===== config.mk =====
export PLATFORM = sky130hd
export DESIGN_NAME = fetch_unit
export DESIGN_NICKNAME = d
export VERILOG_FILES = /design/src/rtl/fetch_pkg.sv /design/src/rtl/fetch_fifo.sv /design/src/rtl/fetch_unit.sv
export SDC_FILE = /design/constraint.sdc
export NUM_CORES = 1
export LEC_CHECK = 0
export ABC_AREA = 1
export CAP_MARGIN = 20
export CORE_MARGIN = 2
export CORE_UTILIZATION = 48
export DETAILED_ROUTE_END_ITERATION = 16
export GPL_TIMING_DRIVEN = 0
export PLACE_DENSITY = 0.82
export SLEW_MARGIN = 20
export SYNTH_ARGS = -nofsm -noshare
export SYNTH_HDL_FRONTEND = slang
export SYNTH_SLANG_ARGS = --single-unit

===== constraint.sdc =====
create_clock -name clk -period 3 [get_ports clk]
set_input_delay 0.3 -clock clk [delete_from_list [all_inputs] [get_ports clk]]
set_output_delay 0.3 -clock clk [all_outputs]
set_load 0.005 [all_outputs]

===== src/rtl/fetch_pkg.sv =====
// Shared fetch-stage constants, state encoding and helpers.
// Instruction fields and branch offset sign extension live here.
package fetch_pkg;

    localparam logic [3:0] OPC_BRANCH = 4'hC;

    localparam int OPC_MSB = 15;
    localparam int OPC_LSB = 12;
    localparam int OFF_MSB = 11;
    localparam int OFF_LSB = 0;

    typedef enum logic [1:0] {
        IDLE,
        WAIT,
        ADV
    } state_e;

    function automatic logic [15:0] sext12(input logic [11:0] v);
        return {{4{v[11]}}, v};
    endfunction

endpackage


===== src/rtl/fetch_fifo.sv =====
// Count-based instruction buffer between fetch and decode.
// A pop frees a slot first, so push+pop while full is accepted.
module fetch_fifo #(
    parameter int DEPTH = 2,
    parameter int W     = 16,
    localparam int AW   = $clog2(DEPTH)
) (
    input  logic         clk,
    input  logic         rst_n,
    input  logic         push_i,
    input  logic [W-1:0] data_i,
    input  logic         pop_i,
    input  logic         flush_i,
    output logic [W-1:0] data_o,
    output logic [AW:0]  count_o,
    output logic         full_o,
    output logic         empty_o
);

    logic [W-1:0]  mem_q [DEPTH];
    logic [AW-1:0] rd_q;
    logic [AW-1:0] wr_q;
    logic [AW:0]   cnt_q;
    logic          do_pop;
    logic          do_push;

    assign empty_o = (cnt_q == '0);
    assign full_o  = (cnt_q == (AW+1)'(DEPTH));
    assign do_pop  = pop_i & ~empty_o;
    assign do_push = push_i & (~full_o | do_pop);
    assign data_o  = mem_q[rd_q];
    assign count_o = cnt_q;

    always_ff @(posedge clk or negedge rst_n) begin
        if (!rst_n) begin
            rd_q  <= '0;
            wr_q  <= '0;
            cnt_q <= '0;
        end else if (flush_i) begin
            rd_q  <= '0;
            wr_q  <= '0;
            cnt_q <= '0;
        end else begin
            if (do_push) wr_q <= wr_q + 1'b1;
            if (do_pop)  rd_q <= rd_q + 1'b1;
            cnt_q <= cnt_q + (AW+1)'(do_push) - (AW+1)'(do_pop);
        end
    end

    // Storage needs no reset; validity is tracked by the count.
    always_ff @(posedge clk) begin
        if (do_push && !flush_i) mem_q[wr_q] <= data_i;
    end

    a_pop_empty: assert property (@(posedge clk) disable iff (!rst_n)
        (pop_i && empty_o && !push_i && !flush_i) |=> empty_o);

endmodule


===== src/rtl/fetch_unit.sv =====
// Fetch stage: one outstanding memory read, PC advanced once per
// fetched word, relative branches redirected at fetch time.
module fetch_unit
    import fetch_pkg::*;
#(
    parameter int FIFO_DEPTH = 2
) (
    input  logic        clk,
    input  logic        rst_n,
    input  logic [15:0] PC,
    output logic        stall,
    output logic        shouldJump,
    output logic [15:0] BranchAmmount,
    output logic        mem_req,
    output logic [15:0] mem_addr,
    input  logic        mem_ack,
    input  logic [15:0] mem_rdata,
    output logic        instr_valid,
    output logic [15:0] instr,
    input  logic        instr_ready,
    input  logic        flush
);

    localparam int CW = $clog2(FIFO_DEPTH) + 1;

    state_e        state_q;
    logic          stall_q;
    logic          req_q;
    logic [15:0]   cap_q;
    logic          push;
    logic          pop;
    logic          room;
    logic          full;
    logic          empty;
    logic          is_br;
    logic [CW-1:0] count;

    assign push = (state_q == WAIT) & mem_ack;
    assign pop  = instr_valid & instr_ready;
    // No push happens in IDLE/ADV, so room only depends on pop/flush.
    assign room = ~full | pop | flush;

    fetch_fifo #(
        .DEPTH (FIFO_DEPTH),
        .W     (16)
    ) u_fifo (
        .clk     (clk),
        .rst_n   (rst_n),
        .push_i  (push),
        .data_i  (mem_rdata),
        .pop_i   (instr_ready),
        .flush_i (flush),
        .data_o  (instr),
        .count_o (count),
        .full_o  (full),
        .empty_o (empty)
    );

    always_ff @(posedge clk or negedge rst_n) begin
        if (!rst_n) begin
            state_q <= IDLE;
            stall_q <= 1'b1;
            req_q   <= 1'b0;
            cap_q   <= '0;
        end else begin
            stall_q <= 1'b1;
            unique case (state_q)
                IDLE: begin
                    if (room) begin
                        state_q <= WAIT;
                        req_q   <= 1'b1;
                    end
                end
                WAIT: begin
                    if (mem_ack) begin
                        cap_q   <= mem_rdata;
                        state_q <= ADV;
                        req_q   <= 1'b0;
                        stall_q <= 1'b0;
                    end
                end
                ADV: begin
                    state_q <= room ? WAIT : IDLE;
                    req_q   <= room;
                end
                default: begin
                    state_q <= IDLE;
                    req_q   <= 1'b0;
                end
            endcase
        end
    end

    assign is_br         = (cap_q[OPC_MSB:OPC_LSB] == OPC_BRANCH);
    assign stall         = stall_q;
    assign shouldJump    = (state_q == ADV) & is_br;
    assign BranchAmmount = shouldJump ? sext12(cap_q[OFF_MSB:OFF_LSB]) : '0;
    assign mem_req       = req_q;
    assign mem_addr      = PC;
    assign instr_valid   = ~empty;

    a_ack_ignored: assert property (@(posedge clk) disable iff (!rst_n)
        (state_q != WAIT) |-> !push);

    a_count_bound: assert property (@(posedge clk) disable iff (!rst_n)
        count <= CW'(FIFO_DEPTH));

endmodule

== Word level (Yosys, flattened, before mapping) ==
Memory sizes are Yosys's and may differ from the RTL's.
Cells that the tools add are included.
Word-level totals
  bits in registers: 24
  memory bits (writable): 32
  memories kept: 1
  logic and storage cells: 51
  input port bits: 37
  output and inout bits: 52
Memory list
  u_fifo.mem_q: depth 2, width 16, rd ports 1, clocked after memory_dff 0, wr ports 1, line fetch_fifo.sv:20  | logic [W-1:0] mem_q [DEPTH];
Operators by class
  bitwise gates (word level): 8
  equality and inequality tests: 6
  reductions and logical operators: 8
  $add $sub $neg: 4
  muxes and demuxes: 17
Operator list (count)
  $mux 16: 1
  $mux 1: 11
  $mux 2: 3
  $pmux 2 s3: 1
  $and 1x1->1: 4
  $eq 2x2->1 const B: 2
  $eq 4x4->1 const B: 1
  $logic_not 2->1: 2
  $ne 2x2->1 const B: 2
  $reduce_and 2->1: 2
  $reduce_bool 2->1: 2
  $pmux 1 s3: 1
  $add 1x1->1 const B: 2
  $add 2x1->2: 1
  $eq 2x1->1 const B: 1
  $not 1->1: 2
  $or 1x1->1: 2
  $sub 2x1->2: 1
  $logic_and 1x1->1: 1
  $logic_not 1->1: 1

== Longest topological paths before layout ==
Gate-level depths: netlist (run 1).
  depth in word-level cells: 8
  gate-level depth with buffers: 10
  depth with buffers taken out: 10

== Modules after synthesis ==
Synthesis (run 1) repeated with hierarchy kept, for this count alone.
Unflattened totals
  cells, all modules: 259
  area, all modules: 2478.6 um2
Modules (own cells, without submodules)
  fetch_fifo: cells each 122, times used 1, area each 1431.4 um2, sequential area each 1061.0 um2
  fetch_unit: cells each 137, times used 1, area each 1047.3 um2, sequential area each 501.7 um2

== Worst setup path before layout (run 1) ==
No wires, ideal clock.
  kind: register to register
  from: reg state_q[1]
  to: mem u_fifo.mem_q[1][0] (enable)
  setup time: 0.388 ns
  path slack: 1.167 ns
  cell stages (with the launch flop): 6
  path buffers: 0
  arrival time: 1.444 ns
  data required time: 2.612 ns
  period minus slack after synthesis: 1.833 ns
  cells stage by stage: dfrtp_1 -> inv_1 -> nand2_2 -> nor2_4 -> nand2_1 -> nor2_1
On the way
  cells in the longest elaborated chain, start to end: 6
RTL lines
  start, declared: line fetch_unit.sv:26  | state_e state_q;
  start signal, assigned: line fetch_unit.sv:83  | state_q <= room ? WAIT : IDLE;
  $eq 2x1->1: line fetch_unit.sv:38  | assign push = (state_q == WAIT) & mem_ack;
  $and 1x1->1: line fetch_unit.sv:38
  $and 1x1->1: line fetch_fifo.sv:30  | assign do_push = push_i & (~full_o | do_pop);
  $logic_and 1x1->1: line fetch_fifo.sv:52  | if (do_push && !flush_i) mem_q[wr_q] <= data_i;
  $mux 1: line fetch_fifo.sv:52
  $mux 1 (not written as such): line fetch_fifo.sv:52
  end, declared: line fetch_fifo.sv:20
No other way between the ends.

== Worst setup path in the final report (run 1) ==
  from: reg state_q[0]
  to: out BranchAmmount[14]
On the way
  cells in the longest elaborated chain, start to end: 3
RTL lines
  $eq 2x2->1: line fetch_unit.sv:96  | assign shouldJump = (state_q == ADV) & is_br;
  $and 1x1->1: line fetch_unit.sv:96
  $mux 16: line fetch_unit.sv:97  | assign BranchAmmount = shouldJump ? sext12(cap_q[OFF_MSB:OFF_LSB]) : '0;
  end, declared: line fetch_unit.sv:13  | output logic [15:0] BranchAmmount,
No other way between the ends.

==> results_dict.tcl, run 1 <==
set metrics [dict create \
    vdd_drop_max_mv 0.417 \
    hold_path_class "reg2reg" \
    num_rows 25 \
    gp_congestion 0.784 \
    vias 1861 \
    syn_avg_cell_area_um2 10.0 \
    start_util 0.505 \
    path_buf_inv 2 \
    grt_pass1_wl_mm 8.09 \
    worstSetupPathType "reg2out" \
    rr_startpoint "state_q[1]" \
    endpoint "BranchAmmount[14]" \
    synth.cell_area_mm2 0.00243 \
    placed_cell_area_mm2 0.00324 \
    clk_latency_ns 0.31 \
    worst-path-max-fanout 6 \
    dpl.hpwl_mm 3.79 \
    wire_per_inst_um 13.6 \
    multiInputGateArea_um2 559 \
    drt_wl_total_mm 5.34 \
    clock_path_buffers 2 \
    maxClockFrequency_mhz 427 \
    crit_chain "nor2_1 > nand4_1 > nor2_1 > buf_4 > clkdlybuf4s50_1" \
    die_x_um 75.2 \
    drt_drc_violations_left 0 \
    drt_iter0_drc 78 \
    fp.coreArea_mm2 0.00482 \
    required_ns 2.70 \
    cts_hold_buffers 0 \
    fin_worst_skew_ns 0.00516 \
    first_pass_iters 4 \
    ioPinCount 89 \
    worstRegToRegCells 5 \
    cts_resized 0 \
    status "completed" \
    antennaDiodeCount 0 \
    cpMaxStageDelayCell "clkdlybuf4s50_1" \
    clock-sinks 56 \
    synth_cell_types 18 \
    netlist.area_leader.share 0.395 \
    antenna_found_initial 0 \
    crit_start "state_q[0]" \
    setup_viol 0 \
    layout.cells.non_filler 391 \
    r2r_end "u_fifo.mem_q[1][11]" \
    cts_setup_buffers 0 \
    slew_headroom 0.386 \
    drive_gt1_frac 0.117 \
    clkTransAtPathRegs_ns 0.09 \
    overflow 0 \
    dp.cells 382 \
    setup_tns_ns 0 \
    fillers 403 \
    ys_warn_count 0 \
    critPathCaptureType "primary output" \
    worst_pin_slew_ns 0.920 \
    area_delta_synth_final_pct 36.7 \
    slew_viol_final 0 \
    start_kind "flop" \
    final_common_cell "nand2_1" \
    cts_tree "yes" \
    rsz0062_at_grt "no" \
    layout_common_cells "nand2_1 (85), clkdlybuf4s50_1 (71), edfxtp_1 (32), inv_1 (28), dfrtp_1 (23)" \
    critical-path-top-delay-family "buffers and inverters" \
    die_h_um 75.2 \
    yosysSeqAreaShare 0.643 \
    die-area_mm2 0.00565 \
    nNetsFinal 362 \
    grt_pass1_vias 1810 \
    r2r_setup_slack_ns 1.08 \
    cp.arrival_ns 2.04 \
    htree_levels 2 \
    p_total_mw 2.28 \
    fin_area_mm2 0.00332 \
    cts-buffers-inserted 5 \
    cts_root_buf "clkbuf_8" \
    critPathMostFrequentCell "nor2_1" \
    io_buffers 72 \
    synth_area_leaders "edfxtp_1 (40%), dfrtp_1 (24%), nand2_1 (13%)" \
    vias_per_cell 4.76 \
    postRouteAntennaNets 0 \
    finalHoldViolCount 0 \
    synth_edf_count 32 \
    maxCapViolations 0 \
    yosysTopAreaCell "edfxtp_1" \
    layout_worst_path_cycle_share 0.780 \
    path_depth 5 \
    p_per_area_mw_per_mm2 686 \
    p_leak_nw 1.48 \
    grt_util_all_layers 0.198 \
    synthCells 243 \
    synth_ff_type "edfxtp_1" \
    slowest_delay_ns 0.49 \
    seqCellArea_mm2 0.00156 \
    synthArstFlopShare 0.429 \
    synth-seq-cells 56 \
    grt_max_degree 25 \
    period_minus_slack_ns 2.34 \
    syn-num-nets 282 \
]
==> synth_stat cells (2+ instances only) <==
cell type,count
buf_2,3
buf_4,22
buf_6,2
dfrtp_1,23
edfxtp_1,32
ha_1,2
inv_1,28
nand2_1,85
nand3_1,6
nand4_1,3
nor2_1,19
o21ai_0,12
==> cells by family after synthesis <==
family,count (synthesis),synth area share
AO/OA/AOI/OAI,13,0.0268
adder cells (fa/ha/maj),2,0.0103
buffers and inverters,56,0.128
flip-flops,56,0.643
AND/OR/NAND/NOR,116,0.192
==> final cells by class <==
class | count | area share
buffer | 27 | 0.0610
clock buffer | 7 | 0.0230
clock inverter | 1 | 0.00113
inverter | 29 | 0.0328
multi-input combinational | 131 | 0.168
sequential | 56 | 0.470
tap | 67 | 0.0252
timing repair buffer | 73 | 0.218
==> flip-flops by register name, summed over array words and instances, names as in the netlist <==
signal and count:
u_fifo.rd_q 1, state_q 2, u_fifo.wr_q 1, cap_q 16, u_fifo.mem_q 32, u_fifo.count_o 2, stall 1, mem_req 1
==> report_power, final <==
part	total (mW)	switching (mW)	internal (mW)	leakage, nW
logic	0.813	0.427	0.387	0.854
registers	1.07	0.0681	1.00	0.587
clock network	0.396	0.233	0.163	0.0399
==> worst reg2reg max path, delay by kind of cell, from the launching register on <==
kind          cells  cell delay (ns)
simple gates      4             1.04
buf+inv           1             0.13
flops             1             0.37
==> layer usage <==
layer,global-route usage,share of wire,up-vias
met4,0.0721,0.018,0
met1,0.233,0.41,872
met5,0,0,-
li1,-,-,897
met3,0.0656,0.084,13
met2,0.340,0.49,79
==> through the flow <==
stage | setup slack [ns] | util | hold WS (ns)
global placement | 0.347 | 0.672 | 0.465
CTS | 0.628 | 0.689 | 0.489
global route | 0.467 | 0.690 | 0.527
floorplan | 1.17 | - | 0.00441
detailed placement | 0.680 | 0.672 | 0.465
finish | 0.659 | 0.690 | 0.491
==> worst min path at each step <==
stage / from / end / cells past startpoint
2_1_floorplan: rst_n / cap_q[0] / 0
3_3_place_gp: cap_q[13] / cap_q[13] / 2
3_5_place_dp: cap_q[15] / cap_q[15] / 2
4_1_cts: cap_q[15] / cap_q[15] / 2
5_1_grt: cap_q[12] / cap_q[12] / 2
6_report: cap_q[15] / cap_q[15] / 2
Note: power is estimated with default switching activity, not from simulation.
==> inputs of run 2 (changes only) <==
--- a/config.mk
+++ b/config.mk
@@ -8,10 +8,10 @@
 export ABC_AREA = 1
 export CAP_MARGIN = 20
 export CORE_MARGIN = 2
-export CORE_UTILIZATION = 48
+export CORE_UTILIZATION = 44
 export DETAILED_ROUTE_END_ITERATION = 16
 export GPL_TIMING_DRIVEN = 0
-export PLACE_DENSITY = 0.82
+export PLACE_DENSITY = 0.76
 export SLEW_MARGIN = 20
 export SYNTH_ARGS = -nofsm -noshare
 export SYNTH_HDL_FRONTEND = slang
==> constraint.sdc (replaced) <==
create_clock -name clk -period 2.45 [get_ports clk]
set_input_delay 0.245 -clock clk [delete_from_list [all_inputs] [get_ports clk]]
set_output_delay 0.245 -clock clk [all_outputs]
set_load 0.005 [all_outputs]
==> results_dict.tcl, run 2 (synthesis gave the netlist of run 1 again) <==
set metrics [dict create \
    dp.cells 387 \
    die-area_mm2 0.00614 \
    cts_tree "yes" \
    setup_tns_ns 0 \
    drt_wl_total_mm 5.13 \
    maxClockFrequency_mhz 437 \
    area_delta_synth_final_pct 38.3 \
    antenna_found_initial 0 \
    critPathCaptureType "primary output" \
    io_buffers 72 \
    p_leak_nw 1.50 \
    hold_path_class "in2async" \
    placed_cell_area_mm2 0.00324 \
    cpMaxStageDelayCell "clkdlybuf4s50_1" \
    layout_worst_path_cycle_share 0.935 \
    rsz0062_at_grt "no" \
    fin_area_mm2 0.00336 \
    htree_levels 2 \
    vdd_drop_max_mv 0.627 \
    fillers 450 \
    clock-sinks 56 \
    largest_reg_flops 32 \
    die_x_um 78.3 \
    worstSetupPathType "reg2out" \
    dpl.hpwl_mm 3.65 \
    critPathMostFrequentCell "nor2_1" \
    vias 1791 \
    setup_viol 0 \
    layout_common_cells "nand2_1 (85), clkdlybuf4s50_1 (71), edfxtp_1 (32), inv_1 (28), dfrtp_1 (23)" \
    drive_gt1_frac 0.127 \
    regMostFlops "u_fifo.mem_q" \
    vias_per_cell 4.52 \
    clock_path_buffers 2 \
    postRouteAntennaNets 0 \
    clk_latency_ns 0.30 \
    die_h_um 78.3 \
    period_minus_slack_ns 2.29 \
    cp.arrival_ns 2.05 \
    maxCapViolations 0 \
    wire_per_inst_um 13.0 \
    grt_pass1_wl_mm 8.32 \
    gp_congestion 0.763 \
    slew_viol_final 0 \
    nNetsFinal 362 \
    drt_iter0_drc 123 \
    grt_max_degree 25 \
    p_per_area_mw_per_mm2 858 \
    slowest_delay_ns 0.51 \
    first_pass_iters 4 \
    slew_headroom 0.395 \
    start_kind "flop" \
    crit_chain "nor2_1 > nand4_1 > buf_2 > nor2_1 > clkdlybuf4s50_1" \
    grt_pass1_vias 1811 \
    path_buf_inv 2 \
    cts-buffers-inserted 5 \
    critical-path-top-delay-family "buffers and inverters" \
    largestRegisters "u_fifo.mem_q x32, cap_q x16" \
    worst-path-max-fanout 10 \
    worst_pin_slew_ns 0.906 \
    antennaDiodeCount 0 \
    start_util 0.450 \
    utilization 0.622 \
    finalHoldViolCount 0 \
    final_common_cell "nand2_1" \
    cts_root_buf "clkbuf_8" \
    overflow 0 \
    num_rows 27 \
    grt_util_all_layers 0.179 \
    fp.coreArea_mm2 0.00541 \
    status "completed" \
    layout.cells.non_filler 396 \
    ioPinCount 89 \
    fin_worst_skew_ns 0.00700 \
    required_ns 2.20 \
    drt_drc_violations_left 0 \
    clkTransAtPathRegs_ns 0.10 \
]
## run 2: per-stage QoR
stage | setup WS, ns | total power [mW] | hold slack [ns]
floorplan | 0.617 | 1.85 | -0.0506
global placement | -0.165 | 2.29 | 0.463
detailed placement | 0.245 | 2.32 | 0.281
CTS | 0.0812 | 2.92 | 0.469
global route | 0.00566 | 3.10 | 0.501
finish | 0.159 | 2.89 | 0.454
## run 2: per-layer routing
layer  share of wire  vias to the layer above  GRT usage  wire length (um)
met3           0.069                        6     0.0529               355
met2            0.49                       62      0.309              2540
li1                -                      898          -                 -
met5               0                        -          0                 0
met1            0.43                      825      0.218              2190
met4           0.010                        0     0.0526                53
## run 2: repair_timing
item / CTS / global route
endpoints found under the setup margin: 0 / 2
gates resized for setup: 0 / 1
hold buffers: 1 / 0
endpoints found under the hold margin: 23 / 0
buffers inserted: 0 / 0
## run 2: power breakdown
group          switching (mW)  internal (mW)  total, mW  leakage (nW)
combinational           0.516          0.472      0.988         0.854
sequential             0.0794           1.23       1.30         0.587
clock                   0.290          0.303      0.593        0.0558
## run 2: cell type report
| class | count | area, um^2 | area share |
|---|---|---|---|
| Sequential cell | 56 | 1560 | 0.465 |
| Timing Repair Buffer | 73 | 726 | 0.216 |
| Multi-Input combinational cell | 131 | 562 | 0.167 |
| Buffer | 27 | 203 | 0.0603 |
| Inverter | 29 | 109 | 0.0324 |
| Tap cell | 72 | 90.1 | 0.0268 |
| Clock buffer | 5 | 68.8 | 0.0205 |
| Clock inverter | 3 | 42.5 | 0.0126 |
## run 2: final timing paths
check | start | cells past startpoint | endpoint | slack [ns]
setup / recovery | state_q[0] | 5 | BranchAmmount[6] | 0.16
hold / removal | rst_n | 2 | cap_q[12] | 0.45
setup reg to reg | state_q[1] | 5 | u_fifo.mem_q[1][5] | 0.56
hold reg to reg | cap_q[13] | 2 | cap_q[13] | 0.49
max in group asynchronous | rst_n | 2 | cap_q[9] | 1.61
min in group clk | cap_q[13] | 2 | cap_q[13] | 0.49
